[config.mk]
export PLATFORM = sky130hd
export DESIGN_NAME = i2c_core_flat
export DESIGN_NICKNAME = d
export VERILOG_FILES = /design/src/rtl/i2c_core_if.sv /design/src/rtl/i2c_core.sv /design/src/flat_wrapper.sv
export SDC_FILE = /design/constraint.sdc
export NUM_CORES = 1
export LEC_CHECK = 0
export BUFFER_PORTS_ARGS = -buffer_cell sky130_fd_sc_hd__buf_4
export CAP_MARGIN = 40
export CORE_MARGIN = 2
export CORE_UTILIZATION = 50
export CTS_BUF_LIST = sky130_fd_sc_hd__clkbuf_2
export DETAILED_ROUTE_END_ITERATION = 16
export MAX_ROUTING_LAYER = met4
export PLACE_DENSITY = 0.82
export SLEW_MARGIN = 20
export SYNTH_ARGS = -nofsm -noshare
export SYNTH_HDL_FRONTEND = slang
export SYNTH_SLANG_ARGS = --single-unit
[constraint.sdc]
create_clock -name clk -period 2.65 [get_ports clk]
set_input_delay 0.1325 -clock clk [delete_from_list [all_inputs] [get_ports clk]]
set_output_delay 0.1325 -clock clk [all_outputs]
set_load 0.01 [all_outputs]
[src/rtl/i2c_core_if.sv]
// rtl/i2c_core_if.sv - controller request/response bus for i2c_core
interface i2c_core_if;
  logic       data_valid;
  logic       rw;
  logic [6:0] slave_addr;
  logic [7:0] reg_addr;
  logic [7:0] reg_data;
  logic       core_busy;
  logic [7:0] rd_data;
  logic       rd_valid;
  logic       ack_err;

  modport master (
    output data_valid, rw, slave_addr, reg_addr, reg_data,
    input  core_busy, rd_data, rd_valid, ack_err
  );

  modport slave (
    input  data_valid, rw, slave_addr, reg_addr, reg_data,
    output core_busy, rd_data, rd_valid, ack_err
  );
endinterface

[src/rtl/i2c_core.sv]
// rtl/i2c_core.sv - I2C master for single-register write/read transfers
// Optional macro I2C_CORE_ACK_CHECK_EN: abort to STOP on a slave NACK and flag ack_err.
module i2c_core #(
  parameter int CLK_DIV = 125
) (
  input  logic      clk,
  input  logic      rst,
  i2c_core_if.slave bus,
  output logic      scl_oe,
  output logic      sda_oe,
  input  logic      sda_in
);

  localparam int            QW     = (CLK_DIV > 1) ? $clog2(CLK_DIV) : 1;
  localparam logic [QW-1:0] Q_LAST = QW'(CLK_DIV - 1);

  typedef enum logic [3:0] {
    IDLE, START, ADDR_W, ACK_A, REG, ACK_R, DATA, ACK_D,
    RSTART, ADDR_R, ACK_A2, READ, MNACK, STOP
  } state_t;

  state_t        state;
  logic [QW-1:0] q_cnt;
  logic [1:0]    phase;
  logic [2:0]    bit_cnt;
  logic          rw_q;
  logic [6:0]    sa_q;
  logic [7:0]    ra_q;
  logic [7:0]    wd_q;
  logic [7:0]    rx_sh;
  logic [7:0]    rd_data_q;
  logic          busy_q;
  logic          rd_valid_q;
  logic          ack_err_q;
  logic [7:0]    tx_byte;
  logic          q_end;
  logic          bit_end;
  logic          sample;
  logic          nack_stop;
  logic          scl_nxt;
  logic          sda_nxt;

  assign q_end   = (q_cnt == Q_LAST);
  assign sample  = q_end && (phase == 2'd2);
  assign bit_end = q_end && (phase == 2'd3);

`ifdef I2C_CORE_ACK_CHECK_EN
  assign nack_stop = ack_err_q;
`else
  assign nack_stop = 1'b0;
`endif

  assign bus.core_busy = busy_q;
  assign bus.rd_data   = rd_data_q;
  assign bus.rd_valid  = rd_valid_q;
  assign bus.ack_err   = ack_err_q;

  always_comb begin
    tx_byte = 8'h00;
    case (state)
      ADDR_W:  tx_byte = {sa_q, 1'b0};
      REG:     tx_byte = ra_q;
      DATA:    tx_byte = wd_q;
      ADDR_R:  tx_byte = {sa_q, 1'b1};
      default: tx_byte = 8'h00;
    endcase
  end

  // START keeps SCL released for the whole bit so SDA can fall with SCL high;
  // RSTART/STOP move SDA in phase 3 while SCL is high.
  always_comb begin
    scl_nxt = ~phase[1];
    sda_nxt = 1'b0;
    case (state)
      IDLE:                      scl_nxt = 1'b0;
      START: begin
        scl_nxt = 1'b0;
        sda_nxt = phase[1];
      end
      ADDR_W, REG, DATA, ADDR_R: sda_nxt = ~tx_byte[bit_cnt];
      RSTART:                    sda_nxt = (phase == 2'd3);
      STOP:                      sda_nxt = (phase != 2'd3);
      default:                   sda_nxt = 1'b0;
    endcase
  end

  always_ff @(posedge clk) begin
    if (rst) begin
      state      <= IDLE;
      q_cnt      <= '0;
      phase      <= '0;
      bit_cnt    <= '0;
      rw_q       <= 1'b0;
      sa_q       <= '0;
      ra_q       <= '0;
      wd_q       <= '0;
      rx_sh      <= '0;
      rd_data_q  <= 8'h00;
      busy_q     <= 1'b0;
      rd_valid_q <= 1'b0;
      ack_err_q  <= 1'b0;
      scl_oe     <= 1'b0;
      sda_oe     <= 1'b0;
    end else begin
      scl_oe     <= scl_nxt;
      sda_oe     <= sda_nxt;
      rd_valid_q <= 1'b0;
      if (state == IDLE) begin
        q_cnt <= '0;
        phase <= '0;
        if (bus.data_valid && !busy_q) begin
          rw_q      <= bus.rw;
          sa_q      <= bus.slave_addr;
          ra_q      <= bus.reg_addr;
          wd_q      <= bus.reg_data;
          ack_err_q <= 1'b0;
          busy_q    <= 1'b1;
          state     <= START;
        end
      end else begin
        q_cnt <= q_end ? '0 : q_cnt + 1'b1;
        if (q_end) phase <= phase + 2'd1;
        if (sample) begin
          if (state == READ) rx_sh <= {rx_sh[6:0], sda_in};
`ifdef I2C_CORE_ACK_CHECK_EN
          if ((state == ACK_A || state == ACK_R || state == ACK_D || state == ACK_A2) && sda_in)
            ack_err_q <= 1'b1;
`endif
        end
        if (bit_end) begin
          bit_cnt <= 3'd7;
          case (state)
            START:  state <= ADDR_W;
            ADDR_W: begin
              bit_cnt <= bit_cnt - 3'd1;
              if (bit_cnt == 3'd0) state <= ACK_A;
            end
            ACK_A:  state <= nack_stop ? STOP : REG;
            REG: begin
              bit_cnt <= bit_cnt - 3'd1;
              if (bit_cnt == 3'd0) state <= ACK_R;
            end
            ACK_R:  state <= nack_stop ? STOP : (rw_q ? RSTART : DATA);
            DATA: begin
              bit_cnt <= bit_cnt - 3'd1;
              if (bit_cnt == 3'd0) state <= ACK_D;
            end
            ACK_D:  state <= STOP;
            RSTART: state <= ADDR_R;
            ADDR_R: begin
              bit_cnt <= bit_cnt - 3'd1;
              if (bit_cnt == 3'd0) state <= ACK_A2;
            end
            ACK_A2: state <= nack_stop ? STOP : READ;
            READ: begin
              bit_cnt <= bit_cnt - 3'd1;
              if (bit_cnt == 3'd0) begin
                state      <= MNACK;
                rd_data_q  <= rx_sh;
                rd_valid_q <= 1'b1;
              end
            end
            MNACK:  state <= STOP;
            STOP: begin
              state  <= IDLE;
              busy_q <= 1'b0;
            end
            default: state <= IDLE;
          endcase
        end
      end
    end
  end

endmodule

[src/flat_wrapper.sv]
// flat-port wrapper written by rule: the top's interface ports become plain ports
module i2c_core_flat 
#(
  parameter int CLK_DIV = 125
)
  (clk, rst, scl_oe, sda_oe, sda_in, bus_data_valid, bus_rw, bus_slave_addr, bus_reg_addr, bus_reg_data, bus_core_busy, bus_rd_data, bus_rd_valid, bus_ack_err);
  i2c_core_if bus_i ();
  input  logic clk;
  input  logic rst;
  output logic scl_oe;
  output logic sda_oe;
  input  logic sda_in;
  input wire logic [$bits(bus_i.data_valid)-1:0] bus_data_valid;
  input wire logic [$bits(bus_i.rw)-1:0] bus_rw;
  input wire logic [$bits(bus_i.slave_addr)-1:0] bus_slave_addr;
  input wire logic [$bits(bus_i.reg_addr)-1:0] bus_reg_addr;
  input wire logic [$bits(bus_i.reg_data)-1:0] bus_reg_data;
  output wire logic [$bits(bus_i.core_busy)-1:0] bus_core_busy;
  output wire logic [$bits(bus_i.rd_data)-1:0] bus_rd_data;
  output wire logic [$bits(bus_i.rd_valid)-1:0] bus_rd_valid;
  output wire logic [$bits(bus_i.ack_err)-1:0] bus_ack_err;
  assign bus_i.data_valid = bus_data_valid;
  assign bus_i.rw = bus_rw;
  assign bus_i.slave_addr = bus_slave_addr;
  assign bus_i.reg_addr = bus_reg_addr;
  assign bus_i.reg_data = bus_reg_data;
  assign bus_core_busy = bus_i.core_busy;
  assign bus_rd_data = bus_i.rd_data;
  assign bus_rd_valid = bus_i.rd_valid;
  assign bus_ack_err = bus_i.ack_err;
  i2c_core #(.CLK_DIV(CLK_DIV)) u_core (.clk(clk), .rst(rst), .bus(bus_i), .scl_oe(scl_oe), .sda_oe(sda_oe), .sda_in(sda_in));
endmodule
==> flow_summary.yaml <==
route:
  wire_per_inst_um: 12.8
  vias: 2442
  wl_mm: 5.90
  initialDrtViolationCount: 123
  via_per_inst: 5.30
  ant_nets: 0
  first_pass_iters: 4
  drc_errors: 0
setup_path:
  reg2regPathDepth: 5
  cp_max_fo: 17
  max_stage_delay_ns: 0.60
  r2r_slack_ns: 0.46
  worstPathCellList: "or4b_4, nand2_4, a21oi_1, mux4_2, a311o_1"
  required_ns: 3.02
  r2r_end: "u_core.sda_oe$_SDFF_PP0_"
  r2r_start: "u_core.state[0]$_SDFFE_PP0P_"
  slowest_stage: "or4b_4"
  end_kind: "flip-flop"
  worstPathArrival_ns: 2.57
  crit_type: "reg2reg"
  start_kind: "flip-flop"
sta:
  worst_pin_slew_ns: 0.551
  finClkSkew_ns: 0.0175
  fin_hold_ws_ns: 0.103
  rsz0062_at_grt: "false"
  final_max_slew_viol_count: 0
  finalHoldViolCount: 0
  relSlewSlack: 0.633
  fmax_mhz: 456
  finalSetupTns_ns: 0
  setup_violations: 0
  finalCritPeriodShare: 0.827
  period_minus_slack_ns: 2.19
layout:
  drive_gt1_frac: 0.169
  n_fill_cell: 419
  instances_no_fill: 461
  diodes: 0
  area_delta_synth_final_pct: 25.8
  fin_area_um2: 3400
  num-nets-final: 421
clocking:
  post_cts_buffers: 0
  cts_resized: 0
  hold_buffers: 25
  path_clk_slew_ns: 0.17
  clkSinkCount: 60
  clock_latency_ns: 0.48
  h-tree-depth: 3
  tritoncts: "done"
  cts_buffers: 9
  cts_root_buffer: "clkbuf_2"
  clockBufferDepth: 2
synth:
  ys_async_sr_fraction: 0
  synth_edf_count: 0
  avgSynthCellArea_um2: 8.23
  mappedNetlistNets: 362
  synthTopCellsByCount: "nand2_1 (71), dfxtp_1 (60), a21oi_1 (45)"
  synth_cell_types: 51
  ys_seq_elements: 60
  synth_top_area_frac: 0.445
  yosysMostFrequentCell: "nand2_1"
  syn_inst: 328
  synth.area.top_cells: "dfxtp_1 (45%), nand2_1 (9.9%), a21oi_1 (8.3%)"
  synth_top_area_cell: "dfxtp_1"
  yosysSeqAreaShare: 0.445
  synth_flop_cell: "dfxtp_1"
  syn_area_um2: 2700
  synth_warnings: 0
global_routing:
  track_usage: 0.222
  grt_pass1_vias: 2264
  gr-total-overflow: 0
  antenna_found_initial: 0
  grt_max_degree: 57
  grt_pass1_wl_mm: 10.2
power:
  p_total_mw: 1.77
  p_per_area_nw_per_um2: 522
  ir_worst_vdd_v: 0.000338
  leakage_nw: 1.33
floorplan:
  die_area_um2: 6000
  std_cell_rows: 26
  io_pins: 41
  die_y_um: 77.5
  die_w_um: 77.5
  core-area_um2: 5170
  start_util: 0.522
run:
  maxCapViolCount: 0
placement:
  gp_congestion: 0.932
  hpwl_mm: 3.84
  port_buffers: 39
  dp_cells: 421
  dpl_cell_area_um2: 3020
hold_path:
  whs_path_depth: 2
  hold_path_end: "u_core.bus.rd_data[5]$_SDFFE_PP0P_"
  holdCritStartpoint: "rst"
  hold_class: "in2reg"
run_status:
  outcome: "finished clean"
-- worst max-delay path: cells and delay by family (launching register included) --
family	cells	cell delay (ns)
AND/OR/NAND/NOR	2	0.71
flip-flops	1	0.50
multiplexers	1	0.46
AO/OA/AOI/OAI	2	0.43
-- cells in the final DEF, fill, tap and decap left out, types with 2 or more instances in the layout --
master         netlist  final
nand3_1              7      7
buf_4                2     46
xor2_1               2      2
o211ai_1             2      2
nor3_1               5      5
a21oi_1             45     45
clkbuf_2             0     10
nand2_1             71     71
dlygate4sd3_1        0     25
nand4b_1             2      2
dfxtp_1             60     60
o21ai_0              2      2
xnor2_1              4      4
nor2_1              32     32
a211oi_1             4      4
a21o_1               2      2
o21a_1               3      3
a31oi_1              2      2
bufinv_16            0      2
mux2i_1             15     15
clkinv_2             0      2
nor2b_1              2      2
o21ai_1              3      3
and3_1               2      2
inv_1                7      7
nand4_1              2      2
ha_1                 6      6
-- per-stage QoR --
step,util,setup slack [ns]
after floorplan,-,0.646
after global placement,0.583,0.516
after detailed placement,0.583,0.487
after CTS,0.657,0.455
after global routing,0.657,0.197
final,0.657,0.458
-- cell type report --
class,instances,area (µm²),share of cell area
inverter,7,26.3,0.00774
clock inverter,5,77.6,0.0228
tap,70,87.6,0.0258
multi-input combinational,238,1360,0.400
clock buffer,10,50.0,0.0147
timing repair buffer,71,596,0.175
sequential,60,1200,0.354
-- worst max path at each step --
stage,cells after the start,start,end,slack (ns)
3_3_place_gp,5,u_core.state[0]$_SDFFE_PP0P_,u_core.sda_oe$_SDFF_PP0_,0.52
3_5_place_dp,5,u_core.state[0]$_SDFFE_PP0P_,u_core.sda_oe$_SDFF_PP0_,0.49
6_report,5,u_core.state[0]$_SDFFE_PP0P_,u_core.sda_oe$_SDFF_PP0_,0.46
2_1_floorplan,6,u_core.state[0]$_SDFFE_PP0P_,u_core.sda_oe$_SDFF_PP0_,0.65
5_1_grt,7,u_core.state[0]$_SDFFE_PP0P_,u_core.state[1]$_SDFFE_PP0P_,0.20
4_1_cts,5,u_core.state[0]$_SDFFE_PP0P_,u_core.sda_oe$_SDFF_PP0_,0.45
-- state kept, by name, indices dropped and copies added, names as in the netlist --
| register | count |
|---|---|
| u_core.ra_q | 8 |
| u_core.bus.rd_valid | 1 |
| u_core.rx_sh | 8 |
| u_core.phase | 2 |
| u_core.bus.rd_data | 8 |
| u_core.rw_q | 1 |
| u_core.wd_q | 8 |
| u_core.state | 4 |
| u_core.sda_oe | 1 |
| u_core.bus.core_busy | 1 |
| u_core.q_cnt | 7 |
| u_core.scl_oe | 1 |
| u_core.sa_q | 7 |
| u_core.bit_cnt | 3 |
-- layer usage --
layer,vias up,GRT usage,routed length (µm)
met3,16,0.0698,271
met1,1134,0.260,2670
met4,0,0.0964,119
li1,1236,-,-
met2,56,0.354,2840
met5,-,-,0
-- where the power goes --
group,internal (mW),switching (mW)
logic,0.0895,0.0896
registers,0.935,0.0266
clock network,0.308,0.322
-- cells by family after synthesis --
| logic type | Yosys count | synth area share |
|---|---|---|
| flip-flops | 60 | 0.445 |
| adder cells (fa/ha/maj) | 6 | 0.0278 |
| XOR/XNOR | 6 | 0.0195 |
| AO/OA/AOI/OAI | 74 | 0.163 |
| multiplexers | 16 | 0.0640 |
| other | 1 | 0.00139 |
| AND/OR/NAND/NOR | 135 | 0.227 |
| buffers and inverters | 30 | 0.0519 |
(Power assumes the default switching activity.)
